===== src/rtl/two_complement_pkg.sv =====
// Shared definitions for the bit-serial two's-complement to sign-magnitude
// decoder: FSM state encoding, counter sizing and the most-negative constant.
package two_complement_pkg;

  typedef enum logic [1:0] {
    IDLE  = 2'd0,
    SHIFT = 2'd1,
    DONE  = 2'd2
  } state_t;

  // Bit-counter width for an n-bit word; never narrower than one bit.
  function automatic int cnt_width(input int n);
    return (n > 2) ? $clog2(n) : 1;
  endfunction

  // Unsigned bit pattern of -2^(n-1) in an n-bit word (MSB set, rest zero).
  function automatic longint unsigned min_neg(input int n);
    return 64'd1 << (n - 1);
  endfunction

endpackage


===== src/rtl/serial_negate_cell.sv =====
// Per-bit copy/invert cell of the serial two's-complement negation:
// bits are copied up to and including the first 1 seen from the LSB,
// every later bit is inverted. Positive words pass through unchanged.
module serial_negate_cell (
  input  logic b,
  input  logic sign,
  input  logic seen_one,
  output logic result_bit,
  output logic seen_one_next
);

  assign result_bit    = (sign & seen_one) ? ~b : b;
  assign seen_one_next = sign ? (seen_one | b) : seen_one;

endmodule


===== src/rtl/two_complement_decode_serial.sv =====
// Bit-serial two's-complement to sign-magnitude decoder, one bit per clock,
// valid/ready handshakes on both sides. Fixed latency of N clocks from accept
// to out_valid regardless of the input value.
// Optional build macro TWO_COMPLEMENT_DECODE_SAT_EN: when the input is the most
// negative value (out_ovf=1) the magnitude saturates to all ones instead of
// the raw all-zero pattern.
module two_complement_decode_serial
  import two_complement_pkg::*;
#(
  parameter int N = 4
) (
  input  logic         clk,
  input  logic         rst,
  input  logic         in_valid,
  output logic         in_ready,
  input  logic [N-1:0] in_data,
  output logic         out_valid,
  input  logic         out_ready,
  output logic         out_sign,
  output logic [N-2:0] out_mag,
  output logic         out_ovf,
  output logic         busy
);

  localparam int CNT_W = cnt_width(N);

  state_t             state_reg;
  state_t             state_next;
  logic               sign_reg;
  logic               seen_one_reg;
  logic [N-1:0]       shift_reg;
  logic [N-1:0]       result_reg;
  logic [CNT_W-1:0]   cnt_reg;
  logic               out_sign_reg;
  logic               out_ovf_reg;
  logic [N-2:0]       out_mag_reg;

  logic               bit_res;
  logic               seen_one_next;
  logic               accept;
  logic               last_bit;
  logic [N-1:0]       result_next;
  logic               ovf_next;
  logic [N-2:0]       mag_next;

  serial_negate_cell u_cell (
    .b             (shift_reg[0]),
    .sign          (sign_reg),
    .seen_one      (seen_one_reg),
    .result_bit    (bit_res),
    .seen_one_next (seen_one_next)
  );

  assign accept      = in_valid && (state_reg == IDLE);
  assign last_bit    = (state_reg == SHIFT) && (cnt_reg == CNT_W'(N - 1));
  // New bits enter at the MSB so after N shifts the first bit sits at bit 0.
  assign result_next = {bit_res, result_reg[N-1:1]};
  // Only -2^(N-1) leaves the top result bit set for a negative input.
  assign ovf_next    = sign_reg & result_next[N-1];

`ifdef TWO_COMPLEMENT_DECODE_SAT_EN
  assign mag_next = ovf_next ? {(N-1){1'b1}} : result_next[N-2:0];
`else
  assign mag_next = result_next[N-2:0];
`endif

  // State register.
  always_ff @(posedge clk) begin
    if (rst) state_reg <= IDLE;
    else     state_reg <= state_next;
  end

  // Next-state logic and state-decoded handshake/status outputs.
  always_comb begin
    state_next = state_reg;
    in_ready   = 1'b0;
    out_valid  = 1'b0;
    busy       = 1'b0;
    case (state_reg)
      IDLE: begin
        in_ready = 1'b1;
        if (in_valid) state_next = SHIFT;
      end
      SHIFT: begin
        busy = 1'b1;
        if (last_bit) state_next = DONE;
      end
      DONE: begin
        out_valid = 1'b1;
        if (out_ready) state_next = IDLE;
      end
      default: state_next = IDLE;
    endcase
  end

  // Datapath: load on accept, shift one bit per SHIFT cycle, capture the
  // result into the output registers on the final bit so they hold until
  // the next conversion completes.
  always_ff @(posedge clk) begin
    if (rst) begin
      sign_reg     <= 1'b0;
      seen_one_reg <= 1'b0;
      shift_reg    <= '0;
      result_reg   <= '0;
      cnt_reg      <= '0;
      out_sign_reg <= 1'b0;
      out_ovf_reg  <= 1'b0;
      out_mag_reg  <= '0;
    end else if (accept) begin
      sign_reg     <= in_data[N-1];
      shift_reg    <= in_data;
      seen_one_reg <= 1'b0;
      result_reg   <= '0;
      cnt_reg      <= '0;
    end else if (state_reg == SHIFT) begin
      result_reg   <= result_next;
      shift_reg    <= shift_reg >> 1;
      seen_one_reg <= seen_one_next;
      cnt_reg      <= cnt_reg + 1'b1;
      if (last_bit) begin
        out_sign_reg <= sign_reg;
        out_ovf_reg  <= ovf_next;
        out_mag_reg  <= mag_next;
      end
    end
  end

  assign out_sign = out_sign_reg;
  assign out_mag  = out_mag_reg;
  assign out_ovf  = out_ovf_reg;

endmodule


===== config.mk =====
export PLATFORM = sky130hd
export DESIGN_NAME = two_complement_decode_serial
export DESIGN_NICKNAME = d
export VERILOG_FILES = /design/src/rtl/two_complement_pkg.sv /design/src/rtl/serial_negate_cell.sv /design/src/rtl/two_complement_decode_serial.sv
export SDC_FILE = /design/constraint.sdc
export NUM_CORES = 1
export LEC_CHECK = 0
export ABC_AREA = 1
export BUFFER_PORTS_ARGS = -buffer_cell sky130_fd_sc_hd__clkbuf_2
export CAP_MARGIN = 0
export CORE_AREA = 3 3 43 45
export CTS_CLUSTER_DIAMETER = 200
export DETAILED_ROUTE_END_ITERATION = 10
export DIE_AREA = 0 0 46 48
export GPL_TIMING_DRIVEN = 0
export PLACE_DENSITY = 0.72
export SLEW_MARGIN = 0
export SYNTH_ARGS = -nofsm -noshare
export SYNTH_HDL_FRONTEND = slang
export SYNTH_SLANG_ARGS = --single-unit

===== constraint.sdc =====
create_clock -name clk -period 1.29 [get_ports clk]
set_input_delay 0.387 -clock clk [delete_from_list [all_inputs] [get_ports clk]]
set_output_delay 0.387 -clock clk [all_outputs]
set_load 0.1 [all_outputs]

### Yosys cells after proc, flatten, opt, wreduce, memory -nomap -nowiden

Cells that the tools add are included.

| word-level totals | value |
|---|---|
| output and inout port bits | 8 |
| register bits after elaboration | 19 |
| bits of input ports | 8 |

| operators by class | value |
|---|---|
| equality and inequality tests | 6 |
| muxes and demuxes | 10 |
| bitwise gates (word level) | 5 |
| add/subtract/negate cells | 1 |
| reduce and logical (&&, ||, !) cells | 8 |

Operators with widths:

| kind | number |
|---|---|
| 4-bit two-way mux | 2 |
| 2-bit two-way mux | 3 |
| 2-bit inequality test (second input constant) | 3 |
| 2-bit case mux with 3 select lines | 1 |
| 3-bit AND reduction | 2 |
| 2-bit equality test (second input constant) | 2 |
| 1-bit two-way mux | 4 |
| 2-bit by 1-bit adder with 2-bit output (second input constant) | 1 |
| 1-bit bitwise AND | 2 |
| 2-bit by 1-bit equality test with 1-bit output (second input constant) | 1 |
| 1-bit logical AND | 2 |
| 2-bit zero test | 1 |
| 1-bit NOT | 2 |
| 2-bit AND reduction | 1 |
| 2-bit nonzero test | 1 |
| 2-bit OR reduction | 1 |
| 1-bit OR | 1 |

### Longest topological paths before layout

| logic depth | value |
|---|---|
| depth in word-level cells | 4 |
| depth in mapped cells | 6 |
| mapped depth without buffers | 6 |

### By module

From an unflattened synthesis, not the netlist that was laid out.

| unflattened totals | value |
|---|---|
| cell total of the unflattened synthesis | 103 |
| area, all modules | 757.0 um^2 |

Modules (own cells, without submodules):

| module | cells each | instances | area an instance (um^2) |
|---|---|---|---|
| two_complement_decode_serial | 97 | 1 | 729.4 |
| serial_negate_cell | 6 | 1 | 27.5 |

### Least setup slack after synthesis

Ideal clock, no wire load.

| timing path | value |
|---|---|
| path type | reg-to-output |
| start | register state_reg[1] |
| end | output port out_valid |
| setup slack | -0.836 ns |
| cell stages (with the launch flop) | 3 |
| path buffers | 0 |
| required time | 0.903 ns |
| data arrival time | 1.739 ns |
| cells stage by stage | dfxtp_1 > inv_1 > nor2_1 |

| between the ends | value |
|---|---|
| cells in the longest elaborated chain, start to end | 2 |

Ends and longest elaborated chain:

| what | line | RTL |
|---|---|---|
| start, declared | two_complement_decode_serial.sv:27 | `state_t state_reg;` |
| start signal, assigned | two_complement_decode_serial.sv:70 | `else state_reg <= state_next;` |
| 2-bit equality test | two_complement_decode_serial.sv:79 | `case (state_reg)` |
| 1-bit two-way mux | two_complement_decode_serial.sv:79 |  |
| end, declared | two_complement_decode_serial.sv:17 | `output logic out_valid,` |

No other way between the ends.

### Worst setup path in the final report

| timing path | value |
|---|---|
| start | register state_reg[0] |
| end | output port busy |

| between the ends | value |
|---|---|
| cells in the longest elaborated chain, start to end | 2 |

Ends and longest elaborated chain:

| what | line | RTL |
|---|---|---|
| 2-bit by 1-bit equality test with 1-bit output | two_complement_decode_serial.sv:79 |  |
| 1-bit two-way mux | two_complement_decode_serial.sv:79 |  |
| end, declared | two_complement_decode_serial.sv:22 | `output logic busy` |

No other way between the ends.

==> results.cfg <==
[layout]
final_cell_mix = nand2_1 (28), a21oi_1 (12), dfxtp_1 (11), inv_1 (8), nand3_1 (8)
area_growth_pct = 44.7
layout-drive-gt1-share_pct = 33.6
final_common_cell = nand2_1
antenna_cells = 0
final_util_pct = 70.9
fin_area_um2 = 1070
nets = 132
largest_register_ffs = 4

[sta]
period_share_pct = 119
setup_tns_ps = -700
period_needed_ps = 1540
setup_violations = 3
finClkSkew_ps = 2.15
finalHoldViolations = 0
relSlewSlack_pct = 69.3
fmax_mhz = 651
finalWorstSetupSlack_ps = -245
rsz0062_at_grt = true
drv_slew = 0
worst_slew_pin_slew_ps = 461

[clock_tree]
cts_root_buffer = clkbuf_4
insertion_delay_ps = 300
path_clk_slew_ps = 110
clk_path_buf_depth = 2
htreeDepth = 1
tritoncts = yes
cts_sinks = 18
numCtsBuffers = 3
ctsHoldBuffers = 0

[grt]
grt_max_degree = 11
antenna_found_initial = 0
grt_pass1_vias = 614
grt_pass1_wl_um = 2730
grt.overflow.total = 0
grt_usage_pct = 17.8

[critical_path]
cp-end-kind = primary output
worstPathRequired_ps = 900
crit_chain = inv_2, nor2_4, clkbuf_16
start_kind = register
critPathBufInv = 2
critPathLaunch = state_reg[0]
r2r_setup_slack_ps = 110
path_max_fanout = 4
rr_startpoint = cnt_reg[0]
slowest_stage = dfxtp_4
crit_type = reg2out
worstPathArrival_ps = 1150
cpPeakStageDelay_ps = 410
cp_top_family = flip-flops

[synthesis]
synth_seq_area_share_pct = 48.8
synthDistinctLibCells = 18
syn_nets = 108
synth.avg_cell_area_um2 = 7.46
ys_seq_elements = 18
netlist_area_um2 = 738
synthCells = 99
synth_warnings = 0

[hold_path]
hp-start = out_ready
hp-class = in2reg

[floorplanning]
coreArea_um2 = 1510
die_y_um = 48
dieArea_um2 = 2210
die_w_um = 46
num_rows = 14
io_pins = 16
start_util_pct = 49.0

[route]
via_count = 708
vias_per_cell = 5.13
top_layer = met4
routed-wl-met3_um = 73
antenna_left = 0
wl_met2_um = 833
wirelength_um = 1790
drc = 0
wl_met1_um = 853
first_pass_iters = 4
drt_iter0_markers = 14
post_drt_wl_per_cell_um = 12.9

[status]
violations = setup timing
status = finished with violations

[place]
numPortBuffers = 14
place_congestion = 0.768
placed_cell_area_um2 = 858
hpwl_um = 1110

[power_and_ir_drop]
leakagePower_uw = 0.000444
irDropWorstVdd_uv = 711
power_uw = 1150
powerDensity_nw_per_um2 = 1080

[run]
max_cap_viol_count = 0
power by group:
group          internal (uW)  total, uW  switching (uW)
logic                   80.2        197             117
registers                571        588            16.6
clock network            172        364             192
total                    824       1150             325
worst min-delay path, delay by kind of cell:
family                 cells  cell delay (ps)
AO/OA/AOI/OAI              1               60
buffers and inverters      2              100
AND/OR/NAND/NOR            1               60
cells in the mapped netlist:
library cell / n / area share (%)
nor2_2: 2 / 1.7
o21ai_0: 3 / 2.0
nand2_2: 1 / 0.85
a31oi_1: 1 / 0.85
nand2_1: 29 / 15
nand3b_1: 2 / 2.0
nor2_1: 7 / 3.6
buf_4: 1 / 1.0
o21a_1: 1 / 1.0
dfxtp_1: 18 / 49
ha_1: 1 / 1.7
a21oi_1: 12 / 8.1
inv_2: 1 / 0.51
buf_1: 1 / 0.51
xnor2_1: 1 / 1.2
nand3_2: 1 / 1.4
inv_1: 9 / 4.6
nand3_1: 8 / 5.4
layer usage:
| layer | track usage, % | vias up |
|---|---|---|
| li1 | - | 363 |
| met1 | 24.1 | 326 |
| met2 | 27.7 | 13 |
| met3 | 3.38 | 6 |
| met4 | 6.82 | 0 |
| met5 | 0 | - |
what timing repair did:
item | CTS | global route
endpoints found under the setup margin | 8 | 10
buffers inserted | 4 | 2
pin swaps | 1 | 2
gates resized for setup | 24 | 5
final timing paths:
check                                     to  cells after the start
worst max-delay path                    busy                      3
worst min-delay path            state_reg[1]                      4
worst max register to register       out_ovf                      5
worst min register to register  shift_reg[2]                      2
logic make-up after synthesis:
kind of cell	after synthesis	synth area share (%)
xor gates and xnor gates	1	1.19
adders and majority gates	1	1.69
and+or+nand+nor	50	29.7
AOI/OAI and AO/OA	17	12.0
DFF	18	48.8
buffers and inverters	12	6.61
layout make-up:
| cell class | count | area, um^2 |
|---|---|---|
| Multi-Input combinational cell | 69 | 359 |
| Fill cell | 127 | 438 |
| Tap cell | 16 | 20.0 |
| Timing Repair Buffer | 20 | 235 |
| Inverter | 10 | 40.0 |
| Sequential cell | 18 | 374 |
| Clock buffer | 4 | 36.3 |
| Buffer | 1 | 3.75 |
stage by stage:
step,hold WS (ps),std cells,setup WS (ps)
finish,349,138,-245
global route,397,138,-286
CTS,337,137,-275
detailed placement,452,129,-315
global placement,448,129,-301
floorplan,440,99,-104
Note: power is estimated with default switching activity, not from simulation.
